$ cat src/rtl/uart_tx_fifo_if.sv
// rtl/uart_tx_fifo_if.sv - producer-side bus of the buffered UART transmitter
// master drives pushes/clears; slave (the transmitter) drives line and status.
interface uart_tx_fifo_if #(
  parameter int DEPTH = 8
);
  localparam int CW = $clog2(DEPTH) + 1;

  logic          transmit;
  logic [7:0]    data_tx;
  logic          clear_ovf;
  logic          tx;
  logic          busy_tx;
  logic          full;
  logic [CW-1:0] count;
  logic          overflow;

  modport master (
    output transmit, data_tx, clear_ovf,
    input  tx, busy_tx, full, count, overflow
  );

  modport slave (
    input  transmit, data_tx, clear_ovf,
    output tx, busy_tx, full, count, overflow
  );
endinterface

$ cat src/rtl/uart_tx_fifo.sv
// rtl/uart_tx_fifo.sv - DEPTH-entry byte FIFO feeding an 8N1 serialiser
// Frames are sent back-to-back while bytes remain; pushes to a full FIFO are dropped.
module uart_tx_fifo #(
  parameter int CLKS_PER_BIT = 104,
  parameter int DEPTH        = 8
) (
  input  logic           clk,
  input  logic           nRst,
  uart_tx_fifo_if.slave  bus
);
  localparam int CW = $clog2(DEPTH) + 1;
  localparam int AW = $clog2(DEPTH);
  localparam int BW = $clog2(CLKS_PER_BIT);

  typedef enum logic [1:0] {IDLE, START, DATA, STOP} state_t;

  logic [7:0]    mem [DEPTH];
  logic [AW-1:0] wr_ptr;
  logic [AW-1:0] rd_ptr;
  logic [CW-1:0] cnt;
  logic          ovf_q;

  state_t        state;
  logic [BW-1:0] baud;
  logic [2:0]    bit_idx;
  logic [7:0]    shreg;
  logic          tx_q;

  logic          full_int;
  logic          push;
  logic          pop;
  logic          bit_end;

  always_comb begin
    full_int = (cnt == CW'(DEPTH));
    push     = bus.transmit && !full_int;
    bit_end  = (baud == BW'(CLKS_PER_BIT - 1));
    // The FSM only sees registered count, so a push into an empty FIFO waits a cycle
    pop      = (cnt != '0) && ((state == IDLE) || (state == STOP && bit_end));
  end

  always_ff @(posedge clk) begin
    if (push) begin
      mem[wr_ptr] <= bus.data_tx;
    end
  end

  always_ff @(posedge clk or negedge nRst) begin
    if (!nRst) begin
      wr_ptr <= '0;
      rd_ptr <= '0;
      cnt    <= '0;
      ovf_q  <= 1'b0;
    end else begin
      if (push) begin
        wr_ptr <= wr_ptr + AW'(1);
      end
      if (pop) begin
        rd_ptr <= rd_ptr + AW'(1);
      end
      case ({push, pop})
        2'b10:   cnt <= cnt + CW'(1);
        2'b01:   cnt <= cnt - CW'(1);
        default: cnt <= cnt;
      endcase
      if (bus.transmit && full_int) begin
        ovf_q <= 1'b1;
      end else if (bus.clear_ovf) begin
        ovf_q <= 1'b0;
      end
    end
  end

  // tx is registered from the current state, so the line trails the FSM by one cycle
  always_ff @(posedge clk or negedge nRst) begin
    if (!nRst) begin
      state   <= IDLE;
      baud    <= '0;
      bit_idx <= '0;
      shreg   <= '0;
      tx_q    <= 1'b1;
    end else begin
      case (state)
        START:   tx_q <= 1'b0;
        DATA:    tx_q <= shreg[0];
        default: tx_q <= 1'b1;
      endcase

      case (state)
        IDLE: begin
          baud <= '0;
          if (pop) begin
            shreg <= mem[rd_ptr];
            state <= START;
          end
        end
        START: begin
          if (bit_end) begin
            baud    <= '0;
            bit_idx <= '0;
            state   <= DATA;
          end else begin
            baud <= baud + BW'(1);
          end
        end
        DATA: begin
          if (bit_end) begin
            baud  <= '0;
            shreg <= {1'b0, shreg[7:1]};
            if (bit_idx == 3'd7) begin
              state <= STOP;
            end else begin
              bit_idx <= bit_idx + 3'd1;
            end
          end else begin
            baud <= baud + BW'(1);
          end
        end
        STOP: begin
          if (bit_end) begin
            baud <= '0;
            if (pop) begin
              shreg <= mem[rd_ptr];
              state <= START;
            end else begin
              state <= IDLE;
            end
          end else begin
            baud <= baud + BW'(1);
          end
        end
        default: state <= IDLE;
      endcase
    end
  end

  assign bus.tx       = tx_q;
  assign bus.busy_tx  = (state != IDLE) || (cnt != '0);
  assign bus.full     = full_int;
  assign bus.count    = cnt;
  assign bus.overflow = ovf_q;
endmodule
$ cat src/flat_wrapper.sv
// flat-port wrapper written by rule: the top's interface ports become plain ports
module uart_tx_fifo_flat 
#(
  parameter int CLKS_PER_BIT = 104,
  parameter int DEPTH        = 8
)
  (clk, nRst, bus_transmit, bus_data_tx, bus_clear_ovf, bus_tx, bus_busy_tx, bus_full, bus_count, bus_overflow);
  uart_tx_fifo_if #(.DEPTH(DEPTH)) bus_i ();
  input  logic clk;
  input  logic nRst;
  input wire logic [$bits(bus_i.transmit)-1:0] bus_transmit;
  input wire logic [$bits(bus_i.data_tx)-1:0] bus_data_tx;
  input wire logic [$bits(bus_i.clear_ovf)-1:0] bus_clear_ovf;
  output wire logic [$bits(bus_i.tx)-1:0] bus_tx;
  output wire logic [$bits(bus_i.busy_tx)-1:0] bus_busy_tx;
  output wire logic [$bits(bus_i.full)-1:0] bus_full;
  output wire logic [$bits(bus_i.count)-1:0] bus_count;
  output wire logic [$bits(bus_i.overflow)-1:0] bus_overflow;
  assign bus_i.transmit = bus_transmit;
  assign bus_i.data_tx = bus_data_tx;
  assign bus_i.clear_ovf = bus_clear_ovf;
  assign bus_tx = bus_i.tx;
  assign bus_busy_tx = bus_i.busy_tx;
  assign bus_full = bus_i.full;
  assign bus_count = bus_i.count;
  assign bus_overflow = bus_i.overflow;
  uart_tx_fifo #(.CLKS_PER_BIT(CLKS_PER_BIT), .DEPTH(DEPTH)) u_core (.clk(clk), .nRst(nRst), .bus(bus_i));
endmodule
$ cat config.mk
export PLATFORM = sky130hd
export DESIGN_NAME = uart_tx_fifo_flat
export DESIGN_NICKNAME = d
export VERILOG_FILES = /design/src/rtl/uart_tx_fifo_if.sv /design/src/rtl/uart_tx_fifo.sv /design/src/flat_wrapper.sv
export SDC_FILE = /design/constraint.sdc
export NUM_CORES = 1
export LEC_CHECK = 0
export CAP_MARGIN = 25
export CELL_PAD_IN_SITES_DETAIL_PLACEMENT = 0
export CELL_PAD_IN_SITES_GLOBAL_PLACEMENT = 1
export CORE_MARGIN = 1
export CORE_UTILIZATION = 25
export CTS_BUF_LIST = sky130_fd_sc_hd__clkbuf_2 sky130_fd_sc_hd__clkbuf_4 sky130_fd_sc_hd__clkbuf_8
export DETAILED_ROUTE_END_ITERATION = 6
export DONT_BUFFER_PORTS = 1
export PLACE_DENSITY = 0.51
export SYNTH_ARGS = -nofsm -noshare
export SYNTH_HDL_FRONTEND = slang
export SYNTH_SLANG_ARGS = --single-unit
export TNS_END_PERCENT = 50
$ cat constraint.sdc
create_clock -name clk -period 2.65 [get_ports clk]
set_input_delay 0.265 -clock clk [delete_from_list [all_inputs] [get_ports clk]]
set_output_delay 0.265 -clock clk [all_outputs]
set_load 0.02 [all_outputs]
* Yosys cells after proc, flatten, opt, wreduce, memory -nomap -nowiden
Memories as Yosys holds them, arrays and structs flattened.
Cells that the tools add are included.
** Storage, ports and cells
- Register bits :: 32
- Bits in writable memories :: 64
- Input port bits :: 12
- Output and inout bits :: 8
- Logic and storage cells :: 71
- Memories kept :: 1
** Memories
- u_core.mem :: words 8, width 8, rd ports 1, clocked after Yosys merged registers in 0, write ports 1, RTL line uart_tx_fifo.sv:17 : logic [7:0] mem [DEPTH];
** Cells by class
- Add/subtract/negate cells :: 6
- Equal/unequal tests :: 14
- Multiplexer cells :: 23
- Reduce and logical (&&, ||, !) cells :: 18
** Operators with widths (count)
- 8-bit two-way mux :: 3
- 8-bit case mux with 3 select lines :: 1
- 7-bit case mux with 2 select lines :: 1
- 2-bit two-way mux :: 5
- 2-bit by 1-bit inequality test with 1-bit output, second input constant :: 5
- 3-bit by 1-bit adder with 3-bit output, second input constant :: 3
- 3-bit two-way mux :: 3
- 2-bit case mux with 4 select lines :: 1
- 4-bit case mux with 2 select lines :: 1
- 2-bit nonzero test :: 4
- 7-bit by 1-bit adder with 7-bit output, second input constant :: 1
- 7-bit == test, second input constant :: 1
- 7-bit two-way mux :: 1
- 2-bit == test, second input constant :: 3
- 3-bit case mux with 2 select lines :: 1
- 1-bit two-way mux :: 5
- 5-bit AND reduction :: 1
- 4-bit by 1-bit adder with 4-bit output, second input constant :: 1
- 2-bit by 1-bit == test with 1-bit output, second input constant :: 2
- 4-bit == test, second input constant :: 1
- 1-bit logical AND :: 4
- 4-bit AND reduction :: 1
- 4-bit nonzero test :: 1
- 4-bit by 1-bit subtractor with 4-bit output, second input constant :: 1
- 9 further kinds :: 10

* Depth between registers and ports, before layout
- Depth in word-level cells :: 7
- Gate-level depth with buffers :: 11
- Gate-level depth less buffers :: 10

* Least setup slack after synthesis
OpenSTA, ideal clock, no wires.
- Kind :: register to register
- Start point :: register u_core.baud[0]
- End point :: register u_core.cnt[2], in the netlist u_core.bus.count[2]
- Data arrival time :: 2.290 ns
- Data required time :: 2.516 ns
- Path slack :: 0.226 ns
- Cell stages (with the launch flop) :: 12
- Path buffers :: 1
- Period minus slack after synthesis :: 2.424 ns
- Path through :: dfrtp_1 ha_1 and3_1 buf_2 a31oi_1 nor2_1 ha_1 xor2_1 ha_1 o21bai_1 mux2i_1 xnor2_1
** Between the ends
- Cells in the longest elaborated chain, start to end :: 6
- Elaborated cells between the ends (all ways) :: 8
- Those cells by class :: 3 x eq/ne; 1 x mux; 4 x reduce/logical
** RTL lines
- start: declaration :: RTL line uart_tx_fifo.sv:24 : logic [BW-1:0] baud;
- start signal: assignment :: RTL line uart_tx_fifo.sv:103 : baud <= baud + BW'(1);
- start signal: assignment :: RTL line uart_tx_fifo.sv:116 : baud <= baud + BW'(1);
- start signal: assignment :: RTL line uart_tx_fifo.sv:129 : baud <= baud + BW'(1);
- 7-bit == test (*) :: RTL line uart_tx_fifo.sv:37 : bit_end = (baud == BW'(CLKS_PER_BIT - 1));
- 1-bit logical AND (*) :: RTL line uart_tx_fifo.sv:39 : pop = (cnt != '0) && ((state == IDLE) || (state == STOP && bit_end));
- 1-bit logical OR (*) :: RTL line uart_tx_fifo.sv:39
- 1-bit logical AND (*) :: RTL line uart_tx_fifo.sv:39
- net u_core.pop :: RTL line uart_tx_fifo.sv:31 : logic pop;
- 2-bit by 1-bit == test with 1-bit output / 2-bit == test (equally long branches) :: RTL line uart_tx_fifo.sv:61 : case ({push, pop})
- 4-bit case mux with 2 select lines / 2-bit nonzero test (equally long branches)
- end signal: assignment :: RTL line uart_tx_fifo.sv:62 : 2'b10: cnt <= cnt + CW'(1);
- end signal: assignment :: RTL line uart_tx_fifo.sv:63 : 2'b01: cnt <= cnt - CW'(1);
- end signal: assignment :: RTL line uart_tx_fifo.sv:64 : default: cnt <= cnt;
- end: declaration :: RTL line uart_tx_fifo.sv:20 : logic [CW-1:0] cnt;
Mark *: on every way through the listed nets, which the timed path passes. The rest lies on a longest branch.
A chain may end at the register's enable or synchronous reset.

* Final worst setup path
Same ends and word-level chain as after synthesis.

==> metrics.txt <==
ANT cells=0; Tcrit/Tclk final=between 90% and 100%; WP data required=2.95 ns; Rows=47; setup TNS=0 ns; commonest cells after routing, fill and taps aside=64 x edfxtp_1, 31 x dfrtp_1, 20 x nand2_1; number of I/O port buffers=0; grt total ovfl=0; commonest non-fill, non-tap cell in the layout=edfxtp_1; Final Critical Period=between 2 and 2.5 ns; Post-DP HPWL=4981 um; chip width=around 130 um; wire per inst=15.03 um; area grow syn2layout=14.88%; Mapped Cells=270; # setup viols final=0; R2R cell count=10; Core Area=16520 um^2; Final Wtd Congestion=around 0.67; IO Count=20; register area share after synthesis=64.41%; Hold Startpoint=bus_transmit; Vias=2204; Seq cells post-synth=between 90 and 100; Vert. Die Dim=~130 um; max cap viols=0; crit start category=flop; Filler Cell Count=between 1.5k and 2k; r2r setup slk=0.25 ns; TritonCTS Sinks=96; Pwr Density=between 1000 and 1500 nW/um^2; crit end category=flop; vias in the first global route=roughly 2.3k; drt via density=4.222; Crit Path Category=reg -> reg; clk_lat worst skew=0.37 ns; clock buffer depth=2; CTS tree=yes; status=finished clean; first-pass GRT wire length=12830 um; DIE AREA=17440 um^2; biggest area consumer among synthesized cells=edfxtp_1; largest net degree at the start of global routing=33; critical path data arrival time=approximately 2.7 ns; WHS Path Cells=1; layout cell share with drive strength beyond 1=22.85%; Cell variety after synth=46; RSZ-0062 raised after global routing=no; fin cells=roughly 520; final count of pins violating max slew=0; async set-reset flop share out of synthesis=33.33%; CTS H-Tree Depth=3; worst hold slack=about 0.034 ns; layout net count=321; Max Fclk=416.7 MHz; Initial DRT Pass Iterations=4; WL final=slightly below 8000 um; Placed Cells=496; Worst IR Drop VDD=0.0003991 V; cell area after synthesis=~4200 um^2; Main synth FF type=edfxtp_1; endpoints failing hold=0; residual DRC count=0; CP max FO=6; initial antenna violation count=0; worst reg2reg startpoint=u_core.baud[0]; RR Endpoint=u_core.bus.count[2]; DR iter-0 viols=146; worst hold path type=in -> reg; ANT nets after route=0; most area-consuming cells after synthesis=edfxtp_1 45%, dfrtp_1 18%, mux4_2 8.5%; clock root cell=clkbuf_8; number of synthesized flops with an enable pin=64; Mapped Avg Cell Area=approximately 16 um^2; total number of yosys warnings=0; Total GRT Usage=about a tenth; share of the synthesized area in the top cell type=45.44%; Layout Skew=a little over 0.009 ns; Initial Utilization=between 20% and 30%; worst slew pin tran=between 0.4 and 0.5 ns; slew margin rel.=69.33%; CTS buffer count=9; post-synth net total=between 200 and 300; CTS clock-pin slew for the worst setup and hold paths=roughly 0.10 ns; P_leak=1.783 nW; hold worst-path end=u_core.bus.overflow
per-layer routing:
layer	vias to the layer above	share of wire (%)	global-route usage, %	wire [um]
met3	11	3.5	3.037	274
li1	1067	-	-	-
met5	-	0	0	0
met1	1095	48	12.74	3749
met4	0	1.7	3.747	136
met2	31	47	15.55	3683
stage by stage:
step	total power [W]	util (%)	setup slack, ns	area, um^2
after floorplan	0.003668	-	0.2261	4229
after global placement	0.004101	27.51	0.2208	4546
after detailed placement	0.004103	27.51	0.1768	4546
after CTS	0.005099	29.35	0.1550	4850
after global routing	0.005366	29.40	0.03733	4858
final	0.005015	29.40	0.2504	4858
cell usage after synthesis (3+ instances only):
master     n
mux2_4     8
xnor2_1    7
inv_1      6
nand2b_1   3
nand2_1   20
nor3_1    12
edfxtp_1  64
nor2_1    13
mux2i_1   10
a22oi_1    3
ha_1      12
mux4_2    16
a21oi_1    4
o21ai_0   13
xor2_1     5
buf_6      3
buf_2      3
dfrtp_1   31
worst max-delay path: stages (launching register included):
cell and delay, ns:
dfrtp_1 0.41, ha_1 0.24, and3_1 0.23, a31oi_2 0.26, nor2_2 0.10, ha_1 0.28, xor2_1 0.16, ha_1 0.17
o21bai_1 0.15, mux2i_1 0.18, xnor2_1 0.13
repair_timing:
| item | in CTS | in global routing |
|---|---|---|
| hold buffers | 10 | 0 |
| endpoints found under the hold margin | 96 | 0 |
| gates resized for setup | 0 | 2 |
| endpoints found under the setup margin | 0 | 2 |
| buffers inserted | 0 | 0 |
logic make-up (layout without fill, tap and decap cells):
group | count (synthesis) | count (layout) | synth area share [%]
DFF | 96 | 96 | 64.41
and+or+nand+nor | 63 | 63 | 7.485
muxes | 36 | 36 | 14.26
AOI/OAI and AO/OA | 33 | 33 | 4.911
buffers and inverters | 18 | 50 | 2.899
adders and majority gates | 12 | 12 | 3.550
xor gates and xnor gates | 12 | 12 | 2.485
state kept, by name, summed over array words and instances (netlist names):
| signal | flops |
|---|---|
| u_core.shreg | 8 |
| u_core.bit_idx | 3 |
| u_core.bus.count | 4 |
| u_core.state | 2 |
| u_core.bus.tx | 1 |
| u_core.baud | 7 |
| u_core.wr_ptr | 3 |
| u_core.mem | 64 |
| u_core.bus.overflow | 1 |
| u_core.rd_ptr | 3 |
worst max path at each step:
stage / startpoint / end / slack [ns] / cells after the start
after global placement: u_core.baud[0] / u_core.bus.count[2] / 0.22 / 10
final: u_core.baud[0] / u_core.bus.count[2] / 0.25 / 10
after CTS: u_core.baud[0] / u_core.bus.count[2] / 0.15 / 10
after detailed placement: u_core.baud[0] / u_core.bus.count[2] / 0.18 / 10
after global routing: u_core.baud[0] / u_core.bus.count[3] / 0.04 / 10
after floorplan: u_core.baud[0] / u_core.bus.count[2] / 0.23 / 11
cell type report:
cell class                      count  area [um^2]  share of cell area (%)
Sequential cell                    96         2724                   56.06
Multi-Input combinational cell    156         1398                   28.77
Tap cell                          220        275.3                   5.666
Timing Repair Buffer               28        245.2                   5.048
Clock buffer                       10        131.4                   2.704
Clock inverter                      6        62.56                   1.288
Inverter                            6        22.52                  0.4636
power by group:
part           total, W  switching, W  internal, W
logic           0.00185      0.000922     0.000932
clock network  0.000950      0.000572     0.000379
registers       0.00221      0.000249      0.00196
total           0.00502       0.00174      0.00327
Power figures use the tool's default switching activity.
